$ cat src/rtl/writeback_stage.sv
// Writeback stage: selects ALU/load/link data, extracts sub-word loads and holds loads until memory returns.
// Optional misaligned-load trap enabled by defining WB_TRAP_MISALIGNED_EN.
module writeback_stage #(
    parameter int XLEN   = 32,
    parameter int REG_AW = 5
) (
    input  logic              clk,
    input  logic              rst_n,
    input  logic              flush,
    input  logic              in_valid,
    output logic              in_ready,
    input  logic [REG_AW-1:0] in_rd,
    input  logic              in_reg_write,
    input  logic [1:0]        in_wb_sel,
    input  logic [2:0]        in_funct3,
    input  logic [1:0]        in_addr_lo,
    input  logic [XLEN-1:0]   in_alu_result,
    input  logic [XLEN-1:0]   in_pc_plus4,
    input  logic              mem_rvalid,
    input  logic [XLEN-1:0]   mem_rdata,
    output logic [REG_AW-1:0] rd,
    output logic [XLEN-1:0]   write_data,
    output logic              reg_write,
    output logic              busy_valid,
    output logic [REG_AW-1:0] busy_rd,
    output logic              misalign_err
);

    typedef enum logic [0:0] {
        ST_IDLE = 1'b0,
        ST_WAIT = 1'b1
    } state_t;

    state_t            state_r;
    logic              ld_we_r;
    logic [2:0]        ld_funct3_r;
    logic [1:0]        ld_off_r;
    logic [XLEN-1:0]   alu_data_s;
    logic [XLEN-1:0]   load_data_s;
    logic              ld_misaligned_s;

    // Sub-word extraction; halfwords use only offset bit 1, so offsets are naturally masked.
    function automatic logic [XLEN-1:0] load_extract(
        input logic [2:0]      f3,
        input logic [1:0]      off,
        input logic [XLEN-1:0] word
    );
        logic [7:0]  b;
        logic [15:0] h;
        case (off)
            2'b00:   b = word[7:0];
            2'b01:   b = word[15:8];
            2'b10:   b = word[23:16];
            2'b11:   b = word[31:24];
            default: b = word[7:0];
        endcase
        h = off[1] ? word[31:16] : word[15:0];
        case (f3)
            3'b000:  load_extract = {{(XLEN-8){b[7]}}, b};
            3'b100:  load_extract = {{(XLEN-8){1'b0}}, b};
            3'b001:  load_extract = {{(XLEN-16){h[15]}}, h};
            3'b101:  load_extract = {{(XLEN-16){1'b0}}, h};
            default: load_extract = word;
        endcase
    endfunction

`ifdef WB_TRAP_MISALIGNED_EN
    function automatic logic is_misaligned(input logic [2:0] f3, input logic [1:0] off);
        case (f3)
            3'b001, 3'b101: is_misaligned = off[0];
            3'b010:         is_misaligned = (off != 2'b00);
            default:        is_misaligned = 1'b0;
        endcase
    endfunction
`endif

    assign in_ready = (state_r == ST_IDLE);

    // Non-load source select; the reserved encoding falls back to the ALU result.
    always_comb begin
        alu_data_s = in_alu_result;
        if (in_wb_sel == 2'b10) begin
            alu_data_s = in_pc_plus4;
        end else begin
            alu_data_s = in_alu_result;
        end
    end

    // Load result and misalignment decode for the pending load.
    always_comb begin
        load_data_s = load_extract(ld_funct3_r, ld_off_r, mem_rdata);
`ifdef WB_TRAP_MISALIGNED_EN
        ld_misaligned_s = is_misaligned(ld_funct3_r, ld_off_r);
`else
        ld_misaligned_s = 1'b0;
`endif
    end

    // Stage state machine and registered register-file write port.
    always_ff @(posedge clk) begin
        if (!rst_n) begin
            state_r      <= ST_IDLE;
            rd           <= {REG_AW{1'b0}};
            write_data   <= {XLEN{1'b0}};
            reg_write    <= 1'b0;
            busy_valid   <= 1'b0;
            busy_rd      <= {REG_AW{1'b0}};
            misalign_err <= 1'b0;
            ld_we_r      <= 1'b0;
            ld_funct3_r  <= 3'b000;
            ld_off_r     <= 2'b00;
        end else begin
            reg_write    <= 1'b0;
            misalign_err <= 1'b0;
            if (flush) begin
                state_r    <= ST_IDLE;
                busy_valid <= 1'b0;
            end else begin
                case (state_r)
                    ST_IDLE: begin
                        if (in_valid) begin
                            if (in_wb_sel == 2'b01) begin
                                state_r     <= ST_WAIT;
                                busy_valid  <= 1'b1;
                                busy_rd     <= in_rd;
                                ld_we_r     <= in_reg_write;
                                ld_funct3_r <= in_funct3;
                                ld_off_r    <= in_addr_lo;
                            end else if (in_reg_write && (in_rd != {REG_AW{1'b0}})) begin
                                reg_write  <= 1'b1;
                                rd         <= in_rd;
                                write_data <= alu_data_s;
                            end
                        end
                    end
                    ST_WAIT: begin
                        if (mem_rvalid) begin
                            state_r    <= ST_IDLE;
                            busy_valid <= 1'b0;
                            if (ld_misaligned_s) begin
                                misalign_err <= 1'b1;
                            end else if (ld_we_r && (busy_rd != {REG_AW{1'b0}})) begin
                                reg_write  <= 1'b1;
                                rd         <= busy_rd;
                                write_data <= load_data_s;
                            end
                        end
                    end
                    default: begin
                        state_r    <= ST_IDLE;
                        busy_valid <= 1'b0;
                    end
                endcase
            end
        end
    end

endmodule

$ cat config.mk
export PLATFORM = sky130hd
export DESIGN_NAME = writeback_stage
export DESIGN_NICKNAME = d
export VERILOG_FILES = /design/src/rtl/writeback_stage.sv
export SDC_FILE = /design/constraint.sdc
export NUM_CORES = 1
export LEC_CHECK = 0
export CAP_MARGIN = 30
export CORE_MARGIN = 2
export CORE_UTILIZATION = 39
export DETAILED_ROUTE_END_ITERATION = 8
export HOLD_SLACK_MARGIN = 0.02
export PLACE_DENSITY = 0.83
export REMOVE_ABC_BUFFERS = 1
export SYNTH_ARGS = -nofsm -noshare
export SYNTH_HDL_FRONTEND = slang
export SYNTH_SLANG_ARGS = --single-unit
$ cat constraint.sdc
create_clock -name clk -period 2.5 [get_ports clk]
set_clock_uncertainty 0.1 [all_clocks]
set_input_delay 0.375 -clock clk [delete_from_list [all_inputs] [get_ports clk]]
set_output_delay 0.375 -clock clk [all_outputs]
set_load 0.005 [all_outputs]
==> flow_results.xml, run 1 <==
<?xml version="1.0" encoding="UTF-8"?>
<metrics>
  <group name="status">
    <metric name="outcome" unit="">complete, no violations</metric>
  </group>
  <group name="logic_synthesis">
    <metric name="synth_area_per_cell" unit="sq um">9.075</metric>
    <metric name="synth_top_flop_cell" unit="">sky130_fd_sc_hd__dfxtp_1</metric>
    <metric name="post_synth_num_cell_types" unit="">40</metric>
    <metric name="yosysMostFrequentCell" unit="">sky130_fd_sc_hd__dfxtp_1</metric>
    <metric name="post_synth_edffs" unit="">0</metric>
    <metric name="post_synth_top_area_share" unit="%">34.72</metric>
    <metric name="synth-warning-count" unit="">0</metric>
    <metric name="synth_area_leader" unit="">sky130_fd_sc_hd__dfxtp_1</metric>
    <metric name="synth_common_cells" unit="">sky130_fd_sc_hd__dfxtp_1 (51), sky130_fd_sc_hd__mux2_2 (38), sky130_fd_sc_hd__o21ai_0 (29)</metric>
    <metric name="async_reset_ff_share" unit="%">0</metric>
    <metric name="synthesis.area" unit="sq um">2940</metric>
    <metric name="synth_cells" unit="">324</metric>
    <metric name="seq_total_area_yosys" unit="%">34.72</metric>
    <metric name="synth.ff_latch_count" unit="">51</metric>
    <metric name="synth_area_leaders" unit="">sky130_fd_sc_hd__dfxtp_1 (35%), sky130_fd_sc_hd__mux2_2 (15%), sky130_fd_sc_hd__o2bb2ai_1 (6.3%), sky130_fd_sc_hd__o22ai_1 (5.1%), sky130_fd_sc_hd__o21ai_0 (4.9%)</metric>
  </group>
  <group name="clocking">
    <metric name="max-clock-path-buffers" unit="">2</metric>
    <metric name="tritoncts" unit="">yes</metric>
    <metric name="cts_made_buffers" unit="">5</metric>
    <metric name="clk_pin_slew" unit="ns">0.09</metric>
    <metric name="cts-root-buf" unit="">sky130_fd_sc_hd__clkbuf_8</metric>
    <metric name="clk-insertion-delay-late" unit="ns">0.30</metric>
    <metric name="holdBufCountCts" unit="">0</metric>
    <metric name="htree_num_levels" unit="">2</metric>
    <metric name="postCtsSetupRepairBufs" unit="">0</metric>
    <metric name="cts_resized" unit="">0</metric>
    <metric name="cts.sink_count" unit="">51</metric>
  </group>
  <group name="route">
    <metric name="routed-via-count" unit="">3121</metric>
    <metric name="highest_layer" unit="">met4</metric>
    <metric name="finalWirelength" unit="mm">9.972</metric>
    <metric name="route.layer.met1.wl" unit="mm">4.277</metric>
    <metric name="met3_length" unit="microns">706</metric>
    <metric name="detailed_route_iter0_violations" unit="">177</metric>
    <metric name="dr.pass1.iters" unit="">4</metric>
    <metric name="vias_per_cell" unit="">5.456</metric>
    <metric name="met2_length" unit="mm">4.895</metric>
    <metric name="detail_route.drc_violations" unit="">0</metric>
    <metric name="ant_nets" unit="">0</metric>
    <metric name="routed_wire_length_per_instance" unit="microns">17.43</metric>
  </group>
  <group name="power">
    <metric name="power.density" unit="nW/um^2">379.5</metric>
    <metric name="total_leakage_power" unit="nW">1.628</metric>
    <metric name="ir_worst_vdd" unit="mV">0.2342</metric>
  </group>
  <group name="worst_setup_path">
    <metric name="critPathMaxStageDelay" unit="ns">0.51</metric>
    <metric name="setup.worst_path.end_class" unit="">flop</metric>
    <metric name="arrival" unit="ns">2.30</metric>
    <metric name="crit_slowest_cell" unit="">sky130_fd_sc_hd__nor2b_1</metric>
    <metric name="worst_r2r_startpoint" unit="">ld_off_r[1]$_SDFFE_PN0P_</metric>
    <metric name="worst_setup_path_start_kind" unit="">flop</metric>
    <metric name="cp-startpoint" unit="">ld_off_r[1]$_SDFFE_PN0P_</metric>
    <metric name="worst-setup-path-type" unit="">flop to flop</metric>
    <metric name="timing.critical_path.required" unit="ns">2.59</metric>
    <metric name="cp_cell_sequence" unit="">buf_4 -&gt; nor2b_1 -&gt; nand3_1 -&gt; o221ai_1 -&gt; o31ai_1</metric>
    <metric name="crit_path_max_fanout" unit="">29</metric>
  </group>
  <group name="placement">
    <metric name="dpl.hpwl" unit="mm">7.554</metric>
    <metric name="portBuffers" unit="">158</metric>
    <metric name="finalWeightedCongestion" unit="">0.7821</metric>
  </group>
  <group name="floorplanning">
    <metric name="die_y" unit="microns">90.83</metric>
    <metric name="die_x" unit="microns">90.83</metric>
    <metric name="floorplan.rows" unit="">31</metric>
    <metric name="i_o_pin_count" unit="">160</metric>
    <metric name="die-area" unit="sq um">8250</metric>
    <metric name="core_area" unit="sq um">7292</metric>
    <metric name="start_util" unit="%">40.32</metric>
  </group>
  <group name="timing">
    <metric name="worst-slew-pin-transition" unit="ns">0.6247</metric>
    <metric name="slew_viols_final" unit="">0</metric>
    <metric name="hold_violations" unit="">0</metric>
    <metric name="setup_violations" unit="">0</metric>
    <metric name="tns" unit="ns">0</metric>
    <metric name="timing.max_slew.rel_slack" unit="%">58.07</metric>
    <metric name="unrepaired_setup_endpoints_after_global_routing" unit="">false</metric>
    <metric name="minimum_clock_period" unit="ns">2.218</metric>
    <metric name="max_freq" unit="MHz">450.9</metric>
    <metric name="part_of_the_cycle_the_worst_path_needs" unit="%">88.70</metric>
  </group>
  <group name="final_layout">
    <metric name="post-route-util" unit="%">64.69</metric>
    <metric name="synthToLayoutAreaGrowth" unit="%">60.43</metric>
    <metric name="fill_cells" unit="">662</metric>
    <metric name="nets" unit="">587</metric>
    <metric name="insertedDiodeCount" unit="">0</metric>
    <metric name="final_layout_size_suffix_gt1_share" unit="%">14.16</metric>
  </group>
  <group name="min_path">
    <metric name="timing.hold.worst.class" unit="">flop to flop</metric>
    <metric name="min-delay-start" unit="">write_data[19]$_SDFFE_PN0P_</metric>
  </group>
  <group name="global_routing">
    <metric name="antenna_found_initial" unit="">0</metric>
    <metric name="grt_max_degree" unit="">37</metric>
    <metric name="via_count_of_the_first_global_routing_pass" unit="">3187</metric>
    <metric name="global_route.overflow_total" unit="">0</metric>
    <metric name="track_usage" unit="%">23.34</metric>
    <metric name="grt_pass1_wl" unit="mm">15.71</metric>
  </group>
  <group name="job">
    <metric name="max_cap_violations" unit="">0</metric>
  </group>
</metrics>
[where the power goes]
group	total, W	switching [W]	internal, W
logic	0.000449	0.000155	0.000294
clock network	0.000486	0.000268	0.000218
registers	0.000854	0.0000183	0.000836
[layout by cell type, fill, tap and decap left out, types with 2 or more instances in the layout]
cell | Yosys | routed
sky130_fd_sc_hd__nand2_1 | 26 | 26
sky130_fd_sc_hd__o31ai_1 | 7 | 7
sky130_fd_sc_hd__a221oi_1 | 7 | 7
sky130_fd_sc_hd__o2bb2ai_1 | 21 | 21
sky130_fd_sc_hd__nand3_1 | 15 | 15
sky130_fd_sc_hd__mux2i_1 | 14 | 14
sky130_fd_sc_hd__clkbuf_8 | 0 | 6
sky130_fd_sc_hd__mux2_2 | 38 | 38
sky130_fd_sc_hd__a21oi_1 | 3 | 3
sky130_fd_sc_hd__buf_4 | 1 | 11
sky130_fd_sc_hd__nor2b_1 | 17 | 16
sky130_fd_sc_hd__nor2_1 | 5 | 5
sky130_fd_sc_hd__o22ai_1 | 24 | 24
sky130_fd_sc_hd__buf_12 | 0 | 2
sky130_fd_sc_hd__dfxtp_1 | 51 | 50
sky130_fd_sc_hd__clkdlybuf4s50_1 | 0 | 158
sky130_fd_sc_hd__inv_1 | 8 | 8
sky130_fd_sc_hd__o21ai_0 | 29 | 29
sky130_fd_sc_hd__nand2b_1 | 3 | 3
sky130_fd_sc_hd__o221ai_1 | 8 | 8
[area by class of cell]
| class | instances | area, sq um | share of cell area [%] |
|---|---|---|---|
| tap | 99 | 123.9 | 2.626 |
| clock inverter | 1 | 5.005 | 0.1061 |
| sequential | 51 | 1022 | 21.67 |
| multi-input combinational | 236 | 1749 | 37.08 |
| clock buffer | 6 | 82.58 | 1.751 |
| inverter | 8 | 30.03 | 0.6366 |
| timing repair buffer | 171 | 1704 | 36.13 |
[registers in the layout (all words and copies together), names as in the netlist]
register / cells
reg_write: 1
write_data: 32
ld_funct3_r: 3
state_r: 1
busy_rd: 5
ld_we_r: 1
rd: 5
ld_off_r: 2
busy_valid: 1
[cell families (layout without fill, tap and decap cells)]
group                  count (synthesis)  after routing  synth area share, %
DFF                                   51             51                34.72
AOI/OAI and AO/OA                    112            112                27.83
buffers and inverters                 37            186                6.043
and+or+nand+nor                       71             71                11.96
muxes                                 52             52                19.32
other                                  1              1               0.1275
[through the flow]
stage	instances	hold slack, ns	cell area, sq um	power (W)	worst slack (ns)
5_1_grt	572	0.3863	4717	0.001863	0.09828
6_report	572	0.3733	4717	0.001790	0.2824
2_1_floorplan	295	0.3527	2793	0.001027	-0.3853
3_5_place_dp	565	0.3455	4629	0.001320	0.06649
4_1_cts	572	0.3741	4717	0.001806	0.2892
3_3_place_gp	565	0.3435	4629	0.001311	0.1107
[final timing paths]
kind | to | depth (start not counted) | slack (ns)
max | write_data[5]$_SDFFE_PN0P_ | 5 | 0.28
min | write_data[19]$_SDFFE_PN0P_ | 1 | 0.37
max reg2reg | write_data[5]$_SDFFE_PN0P_ | 5 | 0.28
min reg2reg | write_data[19]$_SDFFE_PN0P_ | 1 | 0.37
[worst max-delay path, delay by kind of cell (launching register included)]
kind | cells | cell delay [ns]
simple gates | 2 | 0.87
compound gates | 2 | 0.49
flops | 1 | 0.37
buf+inv | 1 | 0.28
[metal layers]
layer	up-vias	global-route usage [%]
met5	-	0
met4	0	4.924
met3	8	5.342
met2	129	41.98
met1	1464	28.40
li1	1520	-
Power figures use the tool's default switching activity.
==> inputs of run 2 (changes only) <==
--- a/config.mk
+++ b/config.mk
@@ -12,6 +12,7 @@
 export HOLD_SLACK_MARGIN = 0.02
 export PLACE_DENSITY = 0.83
 export REMOVE_ABC_BUFFERS = 1
+export SKIP_CTS_REPAIR_TIMING = 1
 export SYNTH_ARGS = -nofsm -noshare
 export SYNTH_HDL_FRONTEND = slang
 export SYNTH_SLANG_ARGS = --single-unit
==> constraint.sdc (replaced) <==
create_clock -name clk -period 2.5 [get_ports clk]
set_clock_uncertainty 0.1 [all_clocks]
set_input_delay 0.375 -clock clk [delete_from_list [all_inputs] [get_ports clk]]
set_output_delay 0.375 -clock clk [all_outputs]
set_load 0.1 [all_outputs]
==> run 2 against run 1 <==
Via count down 0.42%. Non-clock buffer count stayed put. Power rose by 9.5%. Global-route usage shrank 0.17 points. Count of clock-buffer cells in the layout shrank 1. Final cell count up 0.17%. Register-to-register slack improved by 0.098 ns. Sequential power about the same. Hold slack better by 0.00099 ns. Critical path type is now input pin to flop.
==> flow_results.xml, run 2 (synthesis gave the netlist of run 1 again) <==
<?xml version="1.0" encoding="UTF-8"?>
<metrics>
  <group name="final_layout">
    <metric name="postLayoutCellArea" unit="sq um">4622</metric>
    <metric name="commonest_non_fill_non_tap_cells_in_the_layout" unit="">sky130_fd_sc_hd__clkdlybuf4s50_1 (113), sky130_fd_sc_hd__buf_4 (55), sky130_fd_sc_hd__dfxtp_1 (50), sky130_fd_sc_hd__mux2_2 (38), sky130_fd_sc_hd__o21ai_0 (29)</metric>
    <metric name="insertedDiodeCount" unit="">0</metric>
    <metric name="synthToLayoutAreaGrowth" unit="%">57.19</metric>
    <metric name="multi_input_gate_area_in_the_final_layout" unit="sq um">1749</metric>
    <metric name="register_area" unit="sq um">1022</metric>
    <metric name="flip_flop_count_of_the_largest_register_after_layout" unit="">32</metric>
    <metric name="fin_cells" unit="">573</metric>
    <metric name="layout_top_registers" unit="">write_data: 32 flops, busy_rd: 5 flops, rd: 5 flops</metric>
    <metric name="nets" unit="">587</metric>
    <metric name="final_layout_size_suffix_gt1_share" unit="%">23.84</metric>
    <metric name="fill_cells" unit="">653</metric>
    <metric name="register_bank_with_the_most_flops" unit="">write_data</metric>
    <metric name="mostFrequentLayoutCell" unit="">sky130_fd_sc_hd__clkdlybuf4s50_1</metric>
    <metric name="post-route-util" unit="%">63.38</metric>
  </group>
  <group name="route">
    <metric name="dr.pass1.iters" unit="">4</metric>
    <metric name="finalWirelength" unit="mm">9.674</metric>
    <metric name="ant_nets" unit="">0</metric>
    <metric name="routed_wire_length_per_instance" unit="microns">16.88</metric>
    <metric name="detail_route.drc_violations" unit="">0</metric>
    <metric name="vias_per_cell" unit="">5.424</metric>
    <metric name="routed-via-count" unit="">3108</metric>
    <metric name="detailed_route_iter0_violations" unit="">103</metric>
  </group>
  <group name="worst_setup_path">
    <metric name="arrival" unit="ns">2.27</metric>
    <metric name="worst_setup_path_start_kind" unit="">input pin</metric>
    <metric name="ff2ff_path_depth" unit="">6</metric>
    <metric name="destination_of_the_worst_register_to_register_timing_path" unit="">write_data[17]$_SDFFE_PN0P_</metric>
    <metric name="crit_path_max_fanout" unit="">8</metric>
    <metric name="worst_r2r_startpoint" unit="">ld_off_r[0]$_SDFFE_PN0P_</metric>
    <metric name="ff2ff_setup_slack" unit="ns">0.38</metric>
    <metric name="setup.worst_path.end_class" unit="">flop</metric>
    <metric name="timing.critical_path.required" unit="ns">2.60</metric>
    <metric name="worst-setup-path-type" unit="">input pin to flop</metric>
  </group>
  <group name="power">
    <metric name="power_frac_seq" unit="%">43.6</metric>
    <metric name="power.density" unit="nW/um^2">424.0</metric>
    <metric name="power.share.clock" unit="%">25.5</metric>
    <metric name="ir_worst_vdd" unit="mV">0.2465</metric>
    <metric name="power.switching_fraction" unit="%">32.45</metric>
    <metric name="intPower" unit="W">0.001324</metric>
    <metric name="total_leakage_power" unit="nW">1.715</metric>
    <metric name="comb_power_share" unit="%">30.8</metric>
    <metric name="switching_power" unit="W">0.0006360</metric>
  </group>
  <group name="timing">
    <metric name="final.hold.worst_slack" unit="ns">0.3743</metric>
    <metric name="part_of_the_cycle_the_worst_path_needs" unit="%">86.62</metric>
    <metric name="hold_violations" unit="">0</metric>
    <metric name="worst-slew-pin-transition" unit="ns">0.6430</metric>
    <metric name="minimum_clock_period" unit="ns">2.166</metric>
    <metric name="slew_viols_final" unit="">0</metric>
    <metric name="unrepaired_setup_endpoints_after_global_routing" unit="">false</metric>
    <metric name="timing.max_slew.rel_slack" unit="%">56.87</metric>
    <metric name="max_freq" unit="MHz">461.8</metric>
    <metric name="setup_violations" unit="">0</metric>
  </group>
  <group name="clocking">
    <metric name="htree_num_levels" unit="">2</metric>
    <metric name="tritoncts" unit="">yes</metric>
    <metric name="cts-root-buf" unit="">sky130_fd_sc_hd__clkbuf_8</metric>
    <metric name="cts.sink_count" unit="">51</metric>
    <metric name="clk_pin_slew" unit="ns">0.10</metric>
    <metric name="max-clock-path-buffers" unit="">2</metric>
    <metric name="cts_made_buffers" unit="">5</metric>
    <metric name="clk-insertion-delay-late" unit="ns">0.31</metric>
  </group>
  <group name="floorplanning">
    <metric name="die_y" unit="microns">90.83</metric>
    <metric name="start_util" unit="%">40.32</metric>
    <metric name="die-area" unit="sq um">8250</metric>
    <metric name="die_x" unit="microns">90.83</metric>
    <metric name="floorplan.rows" unit="">31</metric>
    <metric name="core_area" unit="sq um">7292</metric>
    <metric name="i_o_pin_count" unit="">160</metric>
  </group>
  <group name="global_routing">
    <metric name="track_usage" unit="%">23.17</metric>
    <metric name="global_route.overflow_total" unit="">0</metric>
    <metric name="grt_pass1_wl" unit="mm">15.77</metric>
    <metric name="antenna_found_initial" unit="">0</metric>
    <metric name="via_count_of_the_first_global_routing_pass" unit="">3175</metric>
    <metric name="grt_max_degree" unit="">37</metric>
  </group>
  <group name="placement">
    <metric name="finalWeightedCongestion" unit="">0.7976</metric>
    <metric name="portBuffers" unit="">158</metric>
    <metric name="place_inst" unit="">565</metric>
    <metric name="dpl_cell_area" unit="sq um">4529</metric>
    <metric name="dpl.hpwl" unit="mm">7.426</metric>
  </group>
  <group name="min_path">
    <metric name="whs_endpoint" unit="">write_data[4]$_SDFFE_PN0P_</metric>
    <metric name="min-delay-start" unit="">write_data[4]$_SDFFE_PN0P_</metric>
    <metric name="hold_depth" unit="">2</metric>
    <metric name="timing.hold.worst.class" unit="">flop to flop</metric>
  </group>
  <group name="job">
    <metric name="max_cap_violations" unit="">0</metric>
  </group>
  <group name="status">
    <metric name="outcome" unit="">complete, no violations</metric>
  </group>
</metrics>
run 2: metal layers:
layer  share of wire, %  vias up  track usage (%)
li1                   -     1525                -
met1                 43     1445            29.23
met2                 49      129            39.99
met3                6.9        9            5.342
met4               0.99        0            5.682
met5                  0        -                0
run 2: worst max-delay path by stage:
stage                        startpoint                          end  slack (ns)  cells past startpoint
2_1_floorplan        state_r$_SDFF_PP0_      busy_rd[0]$_SDFFE_PN0P_       -0.45                      5
3_3_place_gp              mem_rdata[31]  write_data[17]$_SDFFE_PN0P_        0.13                      7
3_5_place_dp              mem_rdata[31]  write_data[17]$_SDFFE_PN0P_        0.06                      7
4_1_cts                   mem_rdata[31]  write_data[17]$_SDFFE_PN0P_        0.38                      7
5_1_grt        ld_off_r[1]$_SDFFE_PN0P_  write_data[13]$_SDFFE_PN0P_        0.26                      6
6_report                  mem_rdata[31]  write_data[17]$_SDFFE_PN0P_        0.33                      7
run 2: power by group through the flow:
stage / clock network [W] / logic (W) / registers, W
floorplan: 0 / 0.000160 / 0.00103
global placement: 0 / 0.000594 / 0.000873
detailed placement: 0 / 0.000603 / 0.000873
CTS: 0.000510 / 0.000605 / 0.000855
global route: 0.000546 / 0.000639 / 0.000858
finish: 0.000501 / 0.000604 / 0.000855
run 2: stage by stage:
stage / setup TNS [ns] / power (W) / setup slack (ns)
after floorplan: -13.42 / 0.001190 / -0.4509
after global placement: 0 / 0.001467 / 0.1252
after detailed placement: 0 / 0.001476 / 0.05991
after CTS: 0 / 0.001970 / 0.3787
after global routing: 0 / 0.002043 / 0.2582
final: 0 / 0.001960 / 0.3344
run 2: layout make-up:
type                    count  share of cell area (%)
multi-input cells         236                   37.85
inverters                   8                  0.6497
clock inverters             3                  0.5143
flip-flops and latches     51                   22.12
well taps                  99                   2.680
repair buffers            171                   34.70
clock buffers               5                   1.489
run 2: worst max-delay path: stages:
cell,delay [ns]
sky130_fd_sc_hd__clkdlybuf4s50_1,0.51
sky130_fd_sc_hd__mux2_2,0.33
sky130_fd_sc_hd__a222oi_1,0.33
sky130_fd_sc_hd__o21ai_0,0.13
sky130_fd_sc_hd__nand2_1,0.35
sky130_fd_sc_hd__buf_4,0.19
sky130_fd_sc_hd__o2bb2ai_1,0.05
